## config.mk

```make
export PLATFORM = sky130hd
export DESIGN_NAME = terminate_station
export DESIGN_NICKNAME = d
export VERILOG_FILES = /design/src/rtl/terminate_station.sv
export SDC_FILE = /design/constraint.sdc
export NUM_CORES = 1
export LEC_CHECK = 0
export CORE_UTILIZATION = 45
export DETAILED_ROUTE_END_ITERATION = 8
export PLACE_DENSITY = 0.64
export RECOVER_POWER = 50
export SYNTH_ARGS = -nofsm -noshare
export SYNTH_HDL_FRONTEND = slang
export SYNTH_SLANG_ARGS = --single-unit
```

## constraint.sdc

```tcl
create_clock -name clk -period 18.95 [get_ports clk]
set_input_delay 3.79 -clock clk [delete_from_list [all_inputs] [get_ports clk]]
set_output_delay 3.79 -clock clk [all_outputs]
set_load 0.01 [all_outputs]
```

## src/rtl/terminate_station.sv

```systemverilog
// terminate_station: reservation station for terminate ops.
//
// Holds up to DEPTH dispatched ops until their base and flags operands are
// available, snoops the common result bus for missing operands, and hands the
// oldest ready op to terminate_pipeline through a registered valid/ready port.
//
// Ports:
//   clk, rst            clock, asynchronous active-high reset
//   flush               synchronous discard of all entries and the output register
//   in_valid/in_ready   dispatch handshake; in_ready depends on registered state only
//   in_opcode/offset/immediate  static op fields, stored verbatim
//   in_base_*           base-address operand (ready, tag, 16-bit value)
//   in_flags_*          flags operand (ready, tag, 8-bit value)
//   cdb_valid/tag/data  common result broadcast
//   out_valid/out_ready registered issue handshake to terminate_pipeline
//   out_*               registered operands of the issued op
module terminate_station #(
  parameter int DEPTH = 4,
  parameter int TAG_W = 6
) (
  input  logic             clk,
  input  logic             rst,
  input  logic             flush,
  input  logic             in_valid,
  output logic             in_ready,
  input  logic [3:0]       in_opcode,
  input  logic [7:0]       in_offset,
  input  logic [3:0]       in_immediate,
  input  logic             in_base_ready,
  input  logic [TAG_W-1:0] in_base_tag,
  input  logic [15:0]      in_base_val,
  input  logic             in_flags_ready,
  input  logic [TAG_W-1:0] in_flags_tag,
  input  logic [7:0]       in_flags_val,
  input  logic             cdb_valid,
  input  logic [TAG_W-1:0] cdb_tag,
  input  logic [15:0]      cdb_data,
  output logic             out_valid,
  input  logic             out_ready,
  output logic [3:0]       out_opcode,
  output logic [15:0]      out_reg_base_val,
  output logic [7:0]       out_flag_vals,
  output logic [7:0]       out_offset,
  output logic [3:0]       out_immediate
);

  localparam int         IDX_W     = $clog2(DEPTH);
  localparam logic [3:0] OP_UNCOND = 4'b1111;

  typedef struct packed {
    logic [3:0]       opcode;
    logic [7:0]       offset;
    logic [3:0]       immediate;
    logic             base_rdy;
    logic [TAG_W-1:0] base_tag;
    logic [15:0]      base_val;
    logic             flags_rdy;
    logic [TAG_W-1:0] flags_tag;
    logic [7:0]       flags_val;
  } entry_t;

  logic [DEPTH-1:0]            vld_q, vld_d;
  entry_t [DEPTH-1:0]          ent_q, ent_d;
  // age_q[i][j] set means entry i was accepted before entry j; a matrix has no
  // wrap hazard however long an old entry waits behind younger traffic.
  logic [DEPTH-1:0][DEPTH-1:0] age_q, age_d;

  logic        out_valid_q, out_valid_d;
  logic [3:0]  out_opcode_q, out_opcode_d;
  logic [15:0] out_base_q, out_base_d;
  logic [7:0]  out_flags_q, out_flags_d;
  logic [7:0]  out_offset_q, out_offset_d;
  logic [3:0]  out_imm_q, out_imm_d;

  logic [DEPTH-1:0] elig_s, pick_s;
  logic [IDX_W-1:0] issue_idx_s, free_idx_s;
  logic             issue_s, accept_s;
  entry_t           new_ent_s;

  assign in_ready = ~&vld_q;
  assign accept_s = in_valid && in_ready && !flush;
  assign issue_s  = (|pick_s) && (!out_valid_q || out_ready);

  // Eligibility looks only at registered readiness, so a CDB capture issues one cycle later.
  always_comb begin
    for (int i = 0; i < DEPTH; i++) begin
      elig_s[i] = vld_q[i] && ent_q[i].base_rdy &&
                  (ent_q[i].flags_rdy || (ent_q[i].opcode == OP_UNCOND));
    end
  end

  // An eligible entry is picked when no other eligible entry is older than it.
  always_comb begin
    logic blocked;
    pick_s = '0;
    for (int i = 0; i < DEPTH; i++) begin
      blocked = 1'b0;
      for (int j = 0; j < DEPTH; j++) begin
        if (elig_s[j] && age_q[j][i]) begin
          blocked = 1'b1;
        end else begin
          blocked = blocked;
        end
      end
      pick_s[i] = elig_s[i] && !blocked;
    end
  end

  // Encode the picked entry and the lowest-index free slot.
  always_comb begin
    issue_idx_s = '0;
    free_idx_s  = '0;
    for (int i = 0; i < DEPTH; i++) begin
      if (pick_s[i]) begin
        issue_idx_s = IDX_W'(i);
      end else begin
        issue_idx_s = issue_idx_s;
      end
    end
    for (int i = DEPTH - 1; i >= 0; i--) begin
      if (!vld_q[i]) begin
        free_idx_s = IDX_W'(i);
      end else begin
        free_idx_s = free_idx_s;
      end
    end
  end

  // Build the incoming entry, taking a same-cycle broadcast for a missing operand.
  always_comb begin
    new_ent_s           = '0;
    new_ent_s.opcode    = in_opcode;
    new_ent_s.offset    = in_offset;
    new_ent_s.immediate = in_immediate;
    new_ent_s.base_tag  = in_base_tag;
    new_ent_s.flags_tag = in_flags_tag;
    if (!in_base_ready && cdb_valid && (cdb_tag == in_base_tag)) begin
      new_ent_s.base_rdy = 1'b1;
      new_ent_s.base_val = cdb_data;
    end else begin
      new_ent_s.base_rdy = in_base_ready;
      new_ent_s.base_val = in_base_val;
    end
    if (!in_flags_ready && cdb_valid && (cdb_tag == in_flags_tag)) begin
      new_ent_s.flags_rdy = 1'b1;
      new_ent_s.flags_val = cdb_data[7:0];
    end else begin
      new_ent_s.flags_rdy = in_flags_ready;
      new_ent_s.flags_val = in_flags_val;
    end
  end

  // Next state: flush overrides issue, CDB capture and dispatch.
  always_comb begin
    vld_d        = vld_q;
    ent_d        = ent_q;
    age_d        = age_q;
    out_valid_d  = out_valid_q;
    out_opcode_d = out_opcode_q;
    out_base_d   = out_base_q;
    out_flags_d  = out_flags_q;
    out_offset_d = out_offset_q;
    out_imm_d    = out_imm_q;
    if (flush) begin
      vld_d       = '0;
      out_valid_d = 1'b0;
    end else begin
      if (issue_s) begin
        vld_d[issue_idx_s] = 1'b0;
        out_valid_d        = 1'b1;
        out_opcode_d       = ent_q[issue_idx_s].opcode;
        out_base_d         = ent_q[issue_idx_s].base_val;
        out_flags_d        = ent_q[issue_idx_s].flags_val;
        out_offset_d       = ent_q[issue_idx_s].offset;
        out_imm_d          = ent_q[issue_idx_s].immediate;
      end else if (out_ready) begin
        out_valid_d = 1'b0;
      end else begin
        out_valid_d = out_valid_q;
      end
      for (int i = 0; i < DEPTH; i++) begin
        if (cdb_valid && vld_q[i]) begin
          if (!ent_q[i].base_rdy && (ent_q[i].base_tag == cdb_tag)) begin
            ent_d[i].base_rdy = 1'b1;
            ent_d[i].base_val = cdb_data;
          end else begin
            ent_d[i].base_rdy = ent_q[i].base_rdy;
          end
          if (!ent_q[i].flags_rdy && (ent_q[i].flags_tag == cdb_tag)) begin
            ent_d[i].flags_rdy = 1'b1;
            ent_d[i].flags_val = cdb_data[7:0];
          end else begin
            ent_d[i].flags_rdy = ent_q[i].flags_rdy;
          end
        end else begin
          ent_d[i] = ent_q[i];
        end
      end
      if (accept_s) begin
        vld_d[free_idx_s] = 1'b1;
        ent_d[free_idx_s] = new_ent_s;
        // The newcomer is younger than every other slot.
        age_d[free_idx_s] = '0;
        for (int j = 0; j < DEPTH; j++) begin
          if (j != int'(free_idx_s)) begin
            age_d[j][free_idx_s] = 1'b1;
          end else begin
            age_d[j][free_idx_s] = 1'b0;
          end
        end
      end else begin
        age_d = age_q;
      end
    end
  end

  // State and output registers.
  always_ff @(posedge clk or posedge rst) begin
    if (rst) begin
      vld_q        <= '0;
      ent_q        <= '0;
      age_q        <= '0;
      out_valid_q  <= 1'b0;
      out_opcode_q <= 4'h0;
      out_base_q   <= 16'h0000;
      out_flags_q  <= 8'h00;
      out_offset_q <= 8'h00;
      out_imm_q    <= 4'h0;
    end else begin
      vld_q        <= vld_d;
      ent_q        <= ent_d;
      age_q        <= age_d;
      out_valid_q  <= out_valid_d;
      out_opcode_q <= out_opcode_d;
      out_base_q   <= out_base_d;
      out_flags_q  <= out_flags_d;
      out_offset_q <= out_offset_d;
      out_imm_q    <= out_imm_d;
    end
  end

  assign out_valid        = out_valid_q;
  assign out_opcode       = out_opcode_q;
  assign out_reg_base_val = out_base_q;
  assign out_flag_vals    = out_flags_q;
  assign out_offset       = out_offset_q;
  assign out_immediate    = out_imm_q;

endmodule

```

=== Word level (Yosys, flattened, before mapping) ===
Cells that the tools add are included.

* Magnitude comparators: 4
* Eq/ne operators: 17
* Mux-type cells: 102
* Bitwise logic cells: 15
* Reduce and logical (&&, ||, !) cells: 77

{| class="wikitable"
|+ Operator list
! kind !! number
|-
| bitwise mux 216 bit || 1
|-
| 2-to-1 mux 216 bit || 1
|-
| 2-to-1 mux 16 bit || 9
|-
| 2-to-1 mux 17 bit || 8
|-
| binary-select mux 54 bit (select 2 bit) || 1
|-
| demux 54 bit (select 2 bit) || 1
|-
| 2-to-1 mux 54 bit || 2
|-
| 2-to-1 mux 8 bit || 13
|-
| == test 6 bit || 10
|-
| logical AND 1 bit || 49
|-
| 2-to-1 mux 6 bit || 8
|-
| 2-to-1 mux 1 bit || 40
|-
| 2-to-1 mux 4 bit || 9
|-
| AND 4 bit || 5
|-
| bitwise OR 4 bit || 5
|-
| logical NOT 1 bit || 17
|-
| AND 16 bit || 1
|-
| == test 4 bit, second input constant || 4
|-
| NOT 16 bit || 1
|-
| 2-to-1 mux 2 bit || 6
|-
| demux 4 bit (select 2 bit) || 1
|-
| NOT 4 bit || 2
|-
| < comparator 2 x 3 -> 1 bit, second input constant || 2
|-
| logical OR 1 bit || 5
|-
| other kinds (10) || 14
|}

* Register bits: 277
* Output and inout port bits: 42

=== Logic depth before layout (Yosys ltp) ===
* Depth in word-level cells: 24
* Gate-level depth with buffers: 9
* Gate-level depth less buffers: 6

=== Worst setup path after synthesis ===
OpenSTA, ideal clock, no wires.

* Path type: input-to-reg
* Start: input port cdb_tag[0]
* End: register ent_q[162] (netlist name)
* Library setup time: 0.065 ns
* Arrival time: 5.421 ns
* Data required time: 18.885 ns
* Setup slack: 13.463 ns
* Stages: 7
* Path buffers: 2
* Cell sequence: buf_4 > xor2_1 > or4_1 > or3_1 > buf_4 > a21oi_4 > o22a_1

* Longest elaborated chain between the ends: 7
* Elaborated cells on any way between the ends: 10

{| class="wikitable"
|+ Ends and longest elaborated chain
! element !! RTL line !! RTL
|-
| start: declaration || 36 || <nowiki>input logic [TAG_W-1:0] cdb_tag,</nowiki>
|-
| == test 6 bit || 189 || <nowiki>if (!ent_q[i].flags_rdy && (ent_q[i].flags_tag == cdb_tag)) begin</nowiki>
|-
| logical AND 1 bit || 189 ||
|-
| 2-to-1 mux 8 bit || 189 ||
|-
| 2-to-1 mux 8 bit || 182 || <nowiki>if (cdb_valid && vld_q[i]) begin</nowiki>
|-
| 2-to-1 mux 8 bit || 164 || <nowiki>if (flush) begin</nowiki>
|-
| bitwise mux 216 bit || 201 || <nowiki>ent_d[free_idx_s] = new_ent_s;</nowiki>
|-
| 2-to-1 mux 216 bit (*) || 199 || <nowiki>if (accept_s) begin</nowiki>
|-
| end signal: assignment || 231 || <nowiki>ent_q <= ent_d;</nowiki>
|-
| end: declaration || 63 || <nowiki>entry_t [DEPTH-1:0] ent_q, ent_d;</nowiki>
|}

Mark *: on every way between the ends. The rest lies on a longest branch, timed or not. The select of a mux whose other input is x is not followed.
A chain may end at the register's enable or synchronous reset.

=== Final worst setup path ===
* Start: input port flush
* End: register ent_q[84] (netlist name)

* Longest elaborated chain between the ends: 3

{| class="wikitable"
|+ Ends and longest elaborated chain
! element !! RTL line !! RTL
|-
| start: declaration || 23 || <nowiki>input logic flush,</nowiki>
|-
| logical NOT 1 bit || 81 || <nowiki>assign accept_s = in_valid && in_ready && !flush;</nowiki>
|-
| logical AND 1 bit || 81 ||
|-
| 2-to-1 mux 216 bit || 199 ||
|}

Several ways; a longest one is shown, not always the timed one.

==> impl_metrics.csv <==
group,metric,value,unit
routing,wl,38820,µm
timing,slew_headroom,-246.8,%
routing,drtPass1Iterations,5,
timing,tightest_slew,5.174,ns
clock_tree,root_buffer,"clkbuf_16",
grt,grt_max_degree,166,
final_layout,drive_gt1_share,9.722,%
setup_path,startpoint,"flush",
hold_path,hold_class,"reg -> reg",
synthesis,ys_seq_area_share,51.53,%
placement,gp_routability_congestion,0.8711,
die,num_rows,62,
die,die_h,174.9,µm
final_layout,finalNetCount,1426,
status,violations,"capacitance limit, slew limit",
flow_run,drv_cap,5,
synthesis,syn-cell-area,13450,µm²
routing,drc_errors,0,
synthesis,syn_nets,1371,
clock_tree,worstSkewPairLatency,0.56,ns
clock_tree,clk_pin_slew_worst_paths,0.06,ns
routing,drtIter0Drc,975,
synthesis,synth_area_leaders,"dfrtp_1 52%, nand2_1 10%, a2bb2oi_1 5.6%",
timing,fin_crit_sh,45.08,%
clock_tree,clock_path_buffers,3,
setup_path,crit_path_max_fanout,36,
setup_path,setup.worst_path.class,"in -> reg",
timing,maxSlewViolCount,264,
synthesis,yosys_warnings,0,
timing,grt_setup_unrepaired,"no",
clock_tree,cts_htree_levels,1,
hold_path,hp-start,"ent_q[48]",
timing,setup_viol,0,
setup_path,critPathLaunchType,"input pin",
die,ios,124,
synthesis,synthFlopType,"dfrtp_1",
routing,drtAntennaViolNets,0,
synthesis,synth_cell_types,53,
synthesis,async_flop_share,100.0,%
die,die_w,174.9,µm
routing,vias,10650,
power_and_ir_drop,power_density,108.0,nW/µm²
setup_path,rr_startpoint,"vld_q[0]",
clock_tree,cts.sinks,277,
timing,max_clock_freq,117.1,MHz
placement,post-place-ws,11.49,ns
synthesis,synth_most_common_cell,"nand2_1",
setup_path,worstPathRequired,19.38,ns
timing,finalCriticalPeriod,8.543,ns
status,status,"finished with violations",
synthesis,postSynthCellCount,1289,
power_and_ir_drop,ir_drop,0.07513,mV
clock_tree,ctsHoldBuffers,0,
clock_tree,cts_buffers,30,
timing,hold_viol,0,
synthesis,ys_ff_latch,277,
power_and_ir_drop,cellLeakagePower,7.038,nW
clock_tree,cts_setup_buffers,0,
setup_path,worstSetupEndpointType,"flip-flop",
grt,antenna_found_initial,0,
timing,skew,0.01266,ns
final_layout,fillers,2604,
routing,wl_per_cell,22.16,µm
synthesis,yosys.area.top_type_share,51.53,%
grt,grt_usage,25.72,%
die,dieArea,30590,µm²
final_layout,diodes,0,
synthesis,synth_enable_flop_cells,0,
timing,setup_ws,10.41,ns
grt,grt_overflow_total,0,
die,initial_utilization,46.25,%
synthesis,synth_commonest_cells,"359 x nand2_1, 277 x dfrtp_1, 86 x a2bb2oi_1",
placement,buffer_ports.inserted,123,
synthesis,syn_area_per_cell,10.44,µm²
grt,grt_pass1_wl,61910,µm
die,fp.coreArea,29090,µm²
timing,setup_tns,0,ns
routing,via_per_inst,6.078,
clock_tree,cts_tree,"yes",
clock_tree,cts-resized-gates,0,
synthesis,yosysTopAreaCell,"dfrtp_1",
placement,dpl.hpwl,22830,µm
final_layout,syn_to_final_growth,17.17,%
grt,grt_pass1_vias,10550,
setup_path,cp.arrival,8.98,ns
-- cells in the final DEF, fill, tap and decap left out, types with 10 or more instances in the layout --
master | synthesis | final
a21oi_1 | 19 | 19
xor2_1 | 34 | 34
o221ai_1 | 41 | 41
o2bb2ai_1 | 81 | 81
clkinv_2 | 0 | 10
nand4_1 | 13 | 13
nand2_1 | 359 | 359
o22a_1 | 14 | 14
a221oi_1 | 40 | 40
dfrtp_1 | 277 | 277
clkdlybuf4s50_1 | 0 | 79
nor2_1 | 29 | 27
a2bb2oi_2 | 40 | 40
a2bb2oi_1 | 86 | 86
buf_4 | 8 | 11
clkbuf_16 | 0 | 31
mux2i_1 | 25 | 25
xnor2_1 | 26 | 26
dlygate4sd3_1 | 0 | 43
-- where the power goes --
part	total, mW	leakage, nW	switching [mW]	internal [mW]
registers	0.788	3.47	0.0811	0.707
logic	0.333	3.07	0.146	0.187
clock network	0.582	0.499	0.239	0.343
total	1.70	7.04	0.466	1.24
-- cells by family after synthesis --
| kind of cell | synth area share, % |
|---|---|
| AO/OA/AOI/OAI | 24.18 |
| XOR/XNOR | 3.906 |
| buffers and inverters | 4.092 |
| flip-flops | 51.53 |
| multiplexers | 1.860 |
| AND/OR/NAND/NOR | 14.43 |
-- worst max-delay path, cell delays in order --
cell and delay [ns]:
buf_2 0.07, clkbuf_1 1.49, nor2b_1 0.15, nand2_1 0.31
or2_0 2.14, a21oi_4 0.61, o22a_1 0.38
-- registers in the layout, indices dropped and copies added, names as in the netlist, named ones only --
signal and flops:
out_flag_vals 8, ent_q 216, out_offset 8, out_valid 1, age_q 8, out_immediate 4
out_reg_base_val 16, out_opcode 4, vld_q 4
-- final timing paths --
kind,to,cells after the start,slack (ns)
setup / recovery,ent_q[84],7,10.41
hold / removal,ent_q[48],2,0.48
setup reg to reg,ent_q[30],4,14.88
hold reg to reg,ent_q[48],2,0.48
max in group asynchronous,out_flag_vals[6],2,11.33
min in group asynchronous,ent_q[82],2,5.27
-- final cells by class --
cell class,count,area (µm²),share of cell area [%]
Clock buffer,44,904.6,5.739
Clock inverter,12,87.58,0.5556
Inverter,3,12.51,0.07938
Multi-Input combinational cell,894,6006,38.10
Sequential cell,277,6932,43.98
Tap cell,384,480.5,3.048
Timing Repair Buffer,138,1340,8.501
-- routing by layer --
| metal | global-route usage, % | wire length (µm) | vias to the layer above |
|---|---|---|---|
| met1 | 37.05 | 17520 | 5381 |
| met4 | 6.268 | 803 | 0 |
| met3 | 3.416 | 2398 | 46 |
| li1 | - | - | 4809 |
| met5 | 0 | 0 | - |
| met2 | 41.10 | 18100 | 412 |
-- metrics by stage --
stage	instance area (µm²)	std cells	total power [mW]	utilization, %	hold slack [ns]
finish	15760	1752	1.703	54.18	0.4768
global route	15760	1752	1.779	54.18	0.4939
CTS	15790	1752	1.732	54.27	0.4778
detailed placement	14800	1696	1.148	50.86	0.4624
global placement	14800	1696	1.141	50.86	0.4575
floorplan	13450	1289	0.9878	-	0.4394
Note: power is estimated with default switching activity, not from simulation.
